File: src/rtl/mux_rr_nx1_reg_if.sv
// Bus interface for mux_rr_nx1_reg.
// Carries the mode and select controls, the N input channels with their valid/ready
// handshakes, and the registered output channel with its valid/ready handshake.
//   slave  : the multiplexer side (consumes channels, produces the output item)
//   master : the environment side (drives channels and out_ready)
interface mux_rr_nx1_reg_if #(
    parameter int unsigned WIDTH = 32,
    parameter int unsigned N     = 4
);
    localparam int unsigned SELW = (N > 1) ? $clog2(N) : 1;

    logic                 rr_en;
    logic [SELW-1:0]      sel;
    logic [N*WIDTH-1:0]   in_data;
    logic [N-1:0]         in_valid;
    logic [N-1:0]         in_ready;
    logic [WIDTH-1:0]     out_data;
    logic [SELW-1:0]      out_chan;
    logic                 out_valid;
    logic                 out_ready;

    modport slave (
        input  rr_en,
        input  sel,
        input  in_data,
        input  in_valid,
        output in_ready,
        output out_data,
        output out_chan,
        output out_valid,
        input  out_ready
    );

    modport master (
        output rr_en,
        output sel,
        output in_data,
        output in_valid,
        input  in_ready,
        input  out_data,
        input  out_chan,
        input  out_valid,
        output out_ready
    );
endinterface

File: src/rtl/mux_rr_nx1_reg.sv
// N-input, WIDTH-bit registered multiplexer with valid/ready handshakes.
// Channel selection is either fixed (bus.sel) or round-robin starting at an internal pointer.
// One registered output stage; accepts a new item every cycle while out_ready is high.
// Ports:
//   clk    rising-edge clock
//   rst_n  asynchronous active-low reset
//   bus    mux_rr_nx1_reg_if.slave: rr_en, sel, in_data/in_valid/in_ready (per channel),
//          out_data/out_chan/out_valid/out_ready (registered output)
module mux_rr_nx1_reg #(
    parameter int unsigned WIDTH = 32,
    parameter int unsigned N     = 4
) (
    input logic             clk,
    input logic             rst_n,
    mux_rr_nx1_reg_if.slave bus
);
    localparam int unsigned SELW = (N > 1) ? $clog2(N) : 1;

    logic                 out_valid_q, out_valid_d;
    logic [WIDTH-1:0]     out_data_q, out_data_d;
    logic [SELW-1:0]      out_chan_q, out_chan_d;
    logic [SELW-1:0]      ptr_q, ptr_d;

    logic                 load;
    logic                 xfer;
    logic                 fx_vld;
    logic                 rr_vld;
    logic [SELW-1:0]      rr_off;
    logic [SELW:0]        rr_sum;
    logic [SELW-1:0]      rr_idx;
    logic [2*N-1:0]       req_rot;
    logic                 gnt_vld;
    logic [SELW-1:0]      gnt_idx;
    logic [WIDTH-1:0]     gnt_data;

    // Output register may be replaced whenever empty or being drained. Held at 0 during
    // reset so no channel sees a handshake while the block is in reset.
    assign load = rst_n && (!out_valid_q || bus.out_ready);

    // Fixed mode: out-of-range sel never matches any channel, so it yields no grant.
    always_comb begin
        fx_vld = 1'b0;
        for (int unsigned i = 0; i < N; i++) begin
            if (bus.sel == SELW'(i) && bus.in_valid[i]) begin
                fx_vld = 1'b1;
            end
        end
    end

    // Round-robin: rotate requests so bit 0 is the pointer channel, take the lowest set
    // bit, then map the offset back to a channel index modulo N.
    always_comb begin
        req_rot = {bus.in_valid, bus.in_valid} >> ptr_q;
        rr_vld  = 1'b0;
        rr_off  = '0;
        for (int k = int'(N) - 1; k >= 0; k--) begin
            if (req_rot[k]) begin
                rr_vld = 1'b1;
                rr_off = SELW'(k);
            end
        end
        rr_sum = {1'b0, ptr_q} + {1'b0, rr_off};
        if (rr_sum >= (SELW+1)'(N)) begin
            rr_sum = rr_sum - (SELW+1)'(N);
        end
        rr_idx = rr_sum[SELW-1:0];
    end

    assign gnt_vld = bus.rr_en ? rr_vld : fx_vld;
    assign gnt_idx = bus.rr_en ? rr_idx : bus.sel;
    assign xfer    = load && gnt_vld;

    always_comb begin
        bus.in_ready = '0;
        gnt_data     = '0;
        for (int unsigned i = 0; i < N; i++) begin
            if (gnt_idx == SELW'(i)) begin
                bus.in_ready[i] = xfer;
                gnt_data        = bus.in_data[i*WIDTH +: WIDTH];
            end
        end
    end

    always_comb begin
        out_valid_d = out_valid_q;
        out_data_d  = out_data_q;
        out_chan_d  = out_chan_q;
        ptr_d       = ptr_q;
        if (load) begin
            out_valid_d = gnt_vld;
        end
        if (xfer) begin
            out_data_d = gnt_data;
            out_chan_d = gnt_idx;
            if (bus.rr_en) begin
                ptr_d = (gnt_idx == SELW'(N - 1)) ? '0 : gnt_idx + SELW'(1);
            end
        end
    end

    always_ff @(posedge clk or negedge rst_n) begin
        if (!rst_n) begin
            out_valid_q <= 1'b0;
            out_data_q  <= '0;
            out_chan_q  <= '0;
            ptr_q       <= '0;
        end else begin
            out_valid_q <= out_valid_d;
            out_data_q  <= out_data_d;
            out_chan_q  <= out_chan_d;
            ptr_q       <= ptr_d;
        end
    end

    assign bus.out_valid = out_valid_q;
    assign bus.out_data  = out_data_q;
    assign bus.out_chan  = out_chan_q;
endmodule
File: src/flat_wrapper.sv
// flat-port wrapper written by rule: the top's interface ports become plain ports
module mux_rr_nx1_reg_flat 
#(
    parameter int unsigned WIDTH = 32,
    parameter int unsigned N     = 4
)
  (clk, rst_n, bus_rr_en, bus_sel, bus_in_data, bus_in_valid, bus_in_ready, bus_out_data, bus_out_chan, bus_out_valid, bus_out_ready);
  mux_rr_nx1_reg_if #(.WIDTH(WIDTH), .N(N)) bus_i ();
  input logic clk;
  input logic rst_n;
  input wire logic [$bits(bus_i.rr_en)-1:0] bus_rr_en;
  input wire logic [$bits(bus_i.sel)-1:0] bus_sel;
  input wire logic [$bits(bus_i.in_data)-1:0] bus_in_data;
  input wire logic [$bits(bus_i.in_valid)-1:0] bus_in_valid;
  output wire logic [$bits(bus_i.in_ready)-1:0] bus_in_ready;
  output wire logic [$bits(bus_i.out_data)-1:0] bus_out_data;
  output wire logic [$bits(bus_i.out_chan)-1:0] bus_out_chan;
  output wire logic [$bits(bus_i.out_valid)-1:0] bus_out_valid;
  input wire logic [$bits(bus_i.out_ready)-1:0] bus_out_ready;
  assign bus_i.rr_en = bus_rr_en;
  assign bus_i.sel = bus_sel;
  assign bus_i.in_data = bus_in_data;
  assign bus_i.in_valid = bus_in_valid;
  assign bus_in_ready = bus_i.in_ready;
  assign bus_out_data = bus_i.out_data;
  assign bus_out_chan = bus_i.out_chan;
  assign bus_out_valid = bus_i.out_valid;
  assign bus_i.out_ready = bus_out_ready;
  mux_rr_nx1_reg #(.WIDTH(WIDTH), .N(N)) u_core (.clk(clk), .rst_n(rst_n), .bus(bus_i));
endmodule
File: config.mk
export PLATFORM = sky130hd
export DESIGN_NAME = mux_rr_nx1_reg_flat
export DESIGN_NICKNAME = d
export VERILOG_FILES = /design/src/rtl/mux_rr_nx1_reg_if.sv /design/src/rtl/mux_rr_nx1_reg.sv /design/src/flat_wrapper.sv
export SDC_FILE = /design/constraint.sdc
export NUM_CORES = 1
export LEC_CHECK = 0
export ABC_AREA = 1
export ABC_CLOCK_PERIOD_IN_PS = 2700
export BUFFER_PORTS_ARGS = -buffer_cell sky130_fd_sc_hd__buf_2
export CAP_MARGIN = 10
export CORE_MARGIN = 10
export CORE_UTILIZATION = 30
export CTS_CLUSTER_SIZE = 40
export DETAILED_ROUTE_END_ITERATION = 10
export PLACE_DENSITY = 0.63
export SYNTH_ARGS = -nofsm -noshare
export SYNTH_HDL_FRONTEND = slang
export SYNTH_SLANG_ARGS = --single-unit
File: constraint.sdc
create_clock -name clk -period 2.7 [get_ports clk]
set_clock_uncertainty 0.15 [all_clocks]
set_input_delay 0.135 -clock clk [delete_from_list [all_inputs] [get_ports clk]]
set_output_delay 0.135 -clock clk [all_outputs]
set_load 0.02 [all_outputs]
# Yosys cells after proc, flatten, opt, wreduce, memory -nomap -nowiden
# Cells that the tools add are included.
[totals] register_bits=37 elab_cells=50
[op_classes] addsub=3 order_cmp=1 eq_ne=6 shifts=1 n_mux=24 n_reduce_logical=11
[op_table] op="$mux W32" count=4
[op_table] op="$mux W2" count=7
[op_table] op="$mux W1" count=13
[op_table] op="$eq A2 B2 Y1 const B" count=4
[op_table] op="$shr A8 B2 Y4" count=1
[op_table] op="$logic_and A1 B1 Y1" count=6
[op_table] op="$eq A2 B1 Y1 const B" count=2
[op_table] op="$logic_not A2 Y1" count=2
[op_table] op="$add A2 B2 Y3" count=1
[op_table] op="$ge A3 B3 Y1 const B" count=1
[op_table] op="$add A2 B1 Y2 const B" count=1
[op_table] op="$reduce_and A2 Y1" count=1
[op_table] op="$sub A2 B1 Y2 const B" count=1
[op_table] op="$logic_not A1 Y1" count=1
[op_table] op="$logic_or A1 B1 Y1" count=1

# Depth between registers and ports, before layout
[logic_depth] ltp_word=14 mapped_depth=23 mapped_depth_nobuf=22

# Worst setup path before layout
# OpenSTA, ideal clock, no wires.
[synth_path] path_kind="register to output" startpoint="register u_core.ptr_q[1]" endpoint="output port bus_in_ready[3]" arrival_ps=2706 slack_ps=-291 stages_incl_launch_ff=20 cell_sequence="dfrtp_1 buf_2 inv_1 nand3_1 nand2_1 nand3_1 a21boi_0 ha_1 xor2_1 inv_1 nand2_1 nand2_1 nand2_1 nand2_1 inv_1 ha_1 clkbuf_1 clkbuf_1 inv_1 nor2_1"
[synth_between] elab_chain_cells=11 elab_cells_between_ends=18
[synth_lines] item="from (decl)" line="mux_rr_nx1_reg.sv:22" text="logic [SELW-1:0] ptr_q, ptr_d;"
[synth_lines] item="from (signal assigned)" line="mux_rr_nx1_reg.sv:111" text="ptr_q <= ptr_d;"
[synth_lines] item="$shr A8 B2 Y4" line="mux_rr_nx1_reg.sv:53" text="req_rot = {bus.in_valid, bus.in_valid} >> ptr_q;"
[synth_lines] item="$mux W2 (4 in series)" line="mux_rr_nx1_reg.sv:57" text="if (req_rot[k]) begin"
[synth_lines] item="$add A2 B2 Y3 (*)" line="mux_rr_nx1_reg.sv:62" text="rr_sum = {1'b0, ptr_q} + {1'b0, rr_off};"
[synth_lines] item="$ge A3 B3 Y1 / $sub A2 B1 Y2 (equally long branches)" line="mux_rr_nx1_reg.sv:63, mux_rr_nx1_reg.sv:64"
[synth_lines] item="$mux W2 (*)" line="mux_rr_nx1_reg.sv:63" text="if (rr_sum >= (SELW+1)'(N)) begin"
[synth_lines] item="$mux W2 (*)" line="mux_rr_nx1_reg.sv:70" text="assign gnt_idx = bus.rr_en ? rr_idx : bus.sel;"
[synth_lines] item="via u_core.gnt_idx[1]" line="mux_rr_nx1_reg.sv:33" text="logic [SELW-1:0] gnt_idx;"
[synth_lines] item="$eq A2 B2 Y1 (*)" line="mux_rr_nx1_reg.sv:77" text="if (gnt_idx == SELW'(i)) begin"
[synth_lines] item="$mux W1 (*)" line="mux_rr_nx1_reg.sv:77"
[synth_lines] item="to (decl)" line="flat_wrapper.sv:15" text="output wire logic [$bits(bus_i.in_ready)-1:0] bus_in_ready;"
# Mark *: on every way through the listed nets, which the timed path passes. The rest lies on a longest branch.

# Worst setup path in the final report
[layout_path] startpoint="register u_core.ptr_q[0]" endpoint="register u_core.out_data_q[24] (netlist: u_core.bus.out_data[24])"
[layout_between] elab_chain_cells=14 elab_cells_between_ends=24
[layout_lines] item="$shr A8 B2 Y4" line="mux_rr_nx1_reg.sv:53"
[layout_lines] item="$mux W2 (4 in series)" line="mux_rr_nx1_reg.sv:57"
[layout_lines] item="$add A2 B2 Y3 (*)" line="mux_rr_nx1_reg.sv:62"
[layout_lines] item="$ge A3 B3 Y1 / $sub A2 B1 Y2 (equally long branches)" line="mux_rr_nx1_reg.sv:63, mux_rr_nx1_reg.sv:64"
[layout_lines] item="$mux W2 (*)" line="mux_rr_nx1_reg.sv:63"
[layout_lines] item="$mux W2 (*)" line="mux_rr_nx1_reg.sv:70"
[layout_lines] item="via u_core.gnt_idx[0]" line="mux_rr_nx1_reg.sv:33"
[layout_lines] item="$logic_not A2 Y1" line="mux_rr_nx1_reg.sv:77"
[layout_lines] item="$mux W32 (3 in series)" line="mux_rr_nx1_reg.sv:77"
[layout_lines] item="$mux W32 (*)" line="mux_rr_nx1_reg.sv:77"
[layout_lines] item="to (signal assigned)" line="mux_rr_nx1_reg.sv:109" text="out_data_q <= out_data_d;"
[layout_lines] item="to (decl)" line="mux_rr_nx1_reg.sv:20" text="logic [WIDTH-1:0] out_data_q, out_data_d;"
# Marked as above.
# A chain may end at the register's enable or synchronous reset.

==> metrics.md <==
| Metric | Value |
|---|---|
| Status | finished with violations |
| Failing checks | negative setup slack |
| Post-route cell area | between 4000 and 5000 um^2 |
| First-pass GRT wire length | around 18 mm |
| Max-slew violations | 0 |
| Worst hold path cell count | 5 |
| Synth warn | 0 |
| Final setup vio count | 36 |
| Synth area leaders | dfrtp_1, nand2_1, o21ai_0, a21oi_1, nand3_1 |
| Top FF cell, synth | dfrtp_1 |
| Max-Slew Margin vs Limit | ~60% |
| Yosys top cell by area | dfrtp_1 |
| Async SR Flop Fraction | 100% |
| Initial DRC Count | ~180 |
| Inserted Clock Buffers | 5 |
| Syn_area_per_cell | 6.13 um^2 |
| Number of synthesized flops with an enable pin | 0 |
| Via count | 3,541 |
| Initial antenna violation count | 0 |
| Fmax | 344 MHz |
| Period utilisation layout | 108% |
| R2R depth | 21 |
| Buffers on Ports | 176 |
| Total grt overflow | 0 |
| N_diodes | 0 |
| H-tree depth | 2 |
| Synthesized Nets | 581 |
| Die width | 115 um |
| Total power | roughly 5.3 mW |
| CTS tree | built |
| Top Ports | 177 |
| Vias in the first global route | 3,685 |
| Pwr Density | 1210 nW/um^2 |
| Die area | 13,100 um^2 |
| Mapped Area | 2690 um^2 |
| Hold Path Class | input pin to flip-flop |
| Register area share after synthesis | 34.5% |
| RSZ-0062 raised after global routing | yes |
| Ratio of cells with drive above 1 in the final layout | 45.8% |
| Worst-Skew Late Latency | 0.29 ns |
| Min Hold Slack | approximately 0.0084 ns |
| Area growth, synth to finish | 64.1% |
| Top cell type's share of synthesized area | 34.5% |
| MaxCap Viol Count | 0 |
| First-pass iteration count of the detailed router | 4 |
| Placed cells | 721 |
| Die Span Y | 115 um |
| Final Hold Violating Endpoints | 0 |
| Overall Global Routing Usage | 16.7% |
| Row cnt | 34 |
| Top-count cell post-synth | nand2_1 |
| Crit path DAT | 2.98 ns |
| Tmin final | 2.91 ns |
| Req. time, crit path | 2.78 ns |
| Clock sink count | 37 |
| Final wirelength | 11.6 mm |
| Peak supply drop | 0.462 mV |
| Clock transition at path regs | about 0.07 ns |
| Yosys reg bits | 37 |
| Avg Vias per Cell | 4.76 |
| DP Area | a little under 4000 um^2 |
| Placer congestion estimate | 0.817 |
| Cells after Synth | around 440 |
| CTS root buffer | clkbuf_8 |
| Pin count of the biggest net entering global routing | 38 |
| Core footprint | 8720 um^2 |
| Fillers | 888 |
| Finished Layout Cells | roughly 740 |
| Setup crit end kind | flip-flop |
| Post-DP HPWL | 8.73 mm |
| Crit Path Class | flip-flop to flip-flop |
| Top cells by count, synth | nand2_1, o21ai_0, dfrtp_1 |
| Final setup margin | -0.205 ns |
| Slew of the pin with the lowest slew margin | 0.607 ns |
| Netlist cell types | 19 |
| Routed len/inst | about 16 um |
| Critical path startpoint category | flip-flop |
| Antenna Violating Nets Remaining | 0 |
| DRC viols | 0 |
| Critical path peak fanout | 6 |
| Maximum root-to-sink buffer count | 2 |
| Initial Util | 30.8% |
| Pleak | around 2.4 nW |
| R2r setup slk | -0.21 ns |
| Fin nets | 779 |
-- cells by family after synthesis --
family / count (synthesis) / synth area share, %
XOR/XNOR: 1 / 0.326
flip-flops: 37 / 34.5
AND/OR/NAND/NOR: 247 / 35.7
adder cells (fa/ha/maj): 5 / 2.33
AO/OA/AOI/OAI: 103 / 19.3
buffers and inverters: 45 / 7.87
-- worst max-delay path, cell delays in order (launching register included) --
cell,delay [ns]
dfrtp_1,0.43
inv_2,0.08
nand2_2,0.08
nand3_2,0.07
nand2_2,0.10
nand3_2,0.07
a21boi_2,0.12
ha_2,0.27
nand2_1,0.07
o21ai_2,0.12
inv_1,0.22
ha_4,0.18
inv_4,0.04
nor2_4,0.20
buf_6,0.14
buf_6,0.09
nand2_2,0.03
nand2_1,0.04
o21ai_1,0.06
o21ai_1,0.12
nand2_1,0.07
nand2_1,0.09
-- through the flow --
| step | utilization (%) | setup TNS, ns | setup WS, ns |
|---|---|---|---|
| 2_1_floorplan | - | -0.203 | -0.0121 |
| 3_3_place_gp | 44.2 | -6.36 | -0.240 |
| 3_5_place_dp | 44.2 | -8.68 | -0.300 |
| 4_1_cts | 49.9 | -7.44 | -0.235 |
| 5_1_grt | 50.5 | -14.41 | -0.449 |
| 6_report | 50.5 | -6.20 | -0.205 |
-- flip-flops by register name (all words and copies together) (netlist names) --
name                  count
u_core.bus.out_data      32
u_core.bus.out_chan       2
u_core.ptr_q              2
u_core.bus.out_valid      1
-- layer usage --
layer  track usage (%)  wire length (um)  share of wire (%)  vias to the layer above
li1                  -                 -                  -                     1796
met2              29.3              5760                 50                      139
met5                 0                 0                  0                        -
met4              2.76                48               0.41                        0
met3              6.03              1080                9.3                        5
met1              19.1              4700                 41                     1601
-- where the power goes --
part           internal [mW]  total [mW]  switching, mW  leakage (nW)
clock network          0.203       0.399          0.196        0.0443
registers              0.796       0.933          0.138         0.468
logic                   1.73        4.01           2.28          1.90
total                   2.73        5.34           2.62          2.41
-- layout by cell type (no fill, tap or decap), types with 3 or more instances in the layout --
cell and n:
nand2_1 195, buf_2 172, o21ai_1 59, dfrtp_1 37, nand2_2 26, a21oi_1 24
buf_4 22, buf_6 13, nand3_1 10, inv_1 8, a21oi_2 8, inv_2 6
clkbuf_8 6, buf_12 6, o21ai_2 5, nand2_4 5, o21ai_0 5, dlygate4sd3_1 5
nand3_2 4, ha_4 4, nor2_2 3, nor2_4 3
-- area by class of cell --
cell class | instances | area (um^2) | share of cell area [%]
Inverter | 16 | 65.1 | 1.48
Tap cell | 108 | 135 | 3.07
Sequential cell | 37 | 926 | 21.0
Timing Repair Buffer | 220 | 1390 | 31.4
Multi-Input combinational cell | 356 | 1810 | 41.1
Clock buffer | 7 | 86.3 | 1.96
-- repair_timing --
item                                   CTS  global route
setup buffers                           12             2
gates cloned                             2             0
pin swaps                               37            48
endpoints found under the hold margin   41             0
hold buffers                             5             0
setup endpoints to repair               36            37
resized for setup                      104            40
-- worst paths after layout --
path                                      endpoint                   start
setup / recovery           u_core.bus.out_data[24]         u_core.ptr_q[0]
hold / removal              u_core.bus.out_data[0]         bus_in_data[96]
setup reg to reg           u_core.bus.out_data[24]         u_core.ptr_q[0]
hold reg to reg             u_core.bus.out_data[2]  u_core.bus.out_data[2]
max in group asynchronous   u_core.bus.out_data[9]                   rst_n
min in group asynchronous  u_core.bus.out_data[13]                   rst_n
Power figures use the tool's default switching activity.
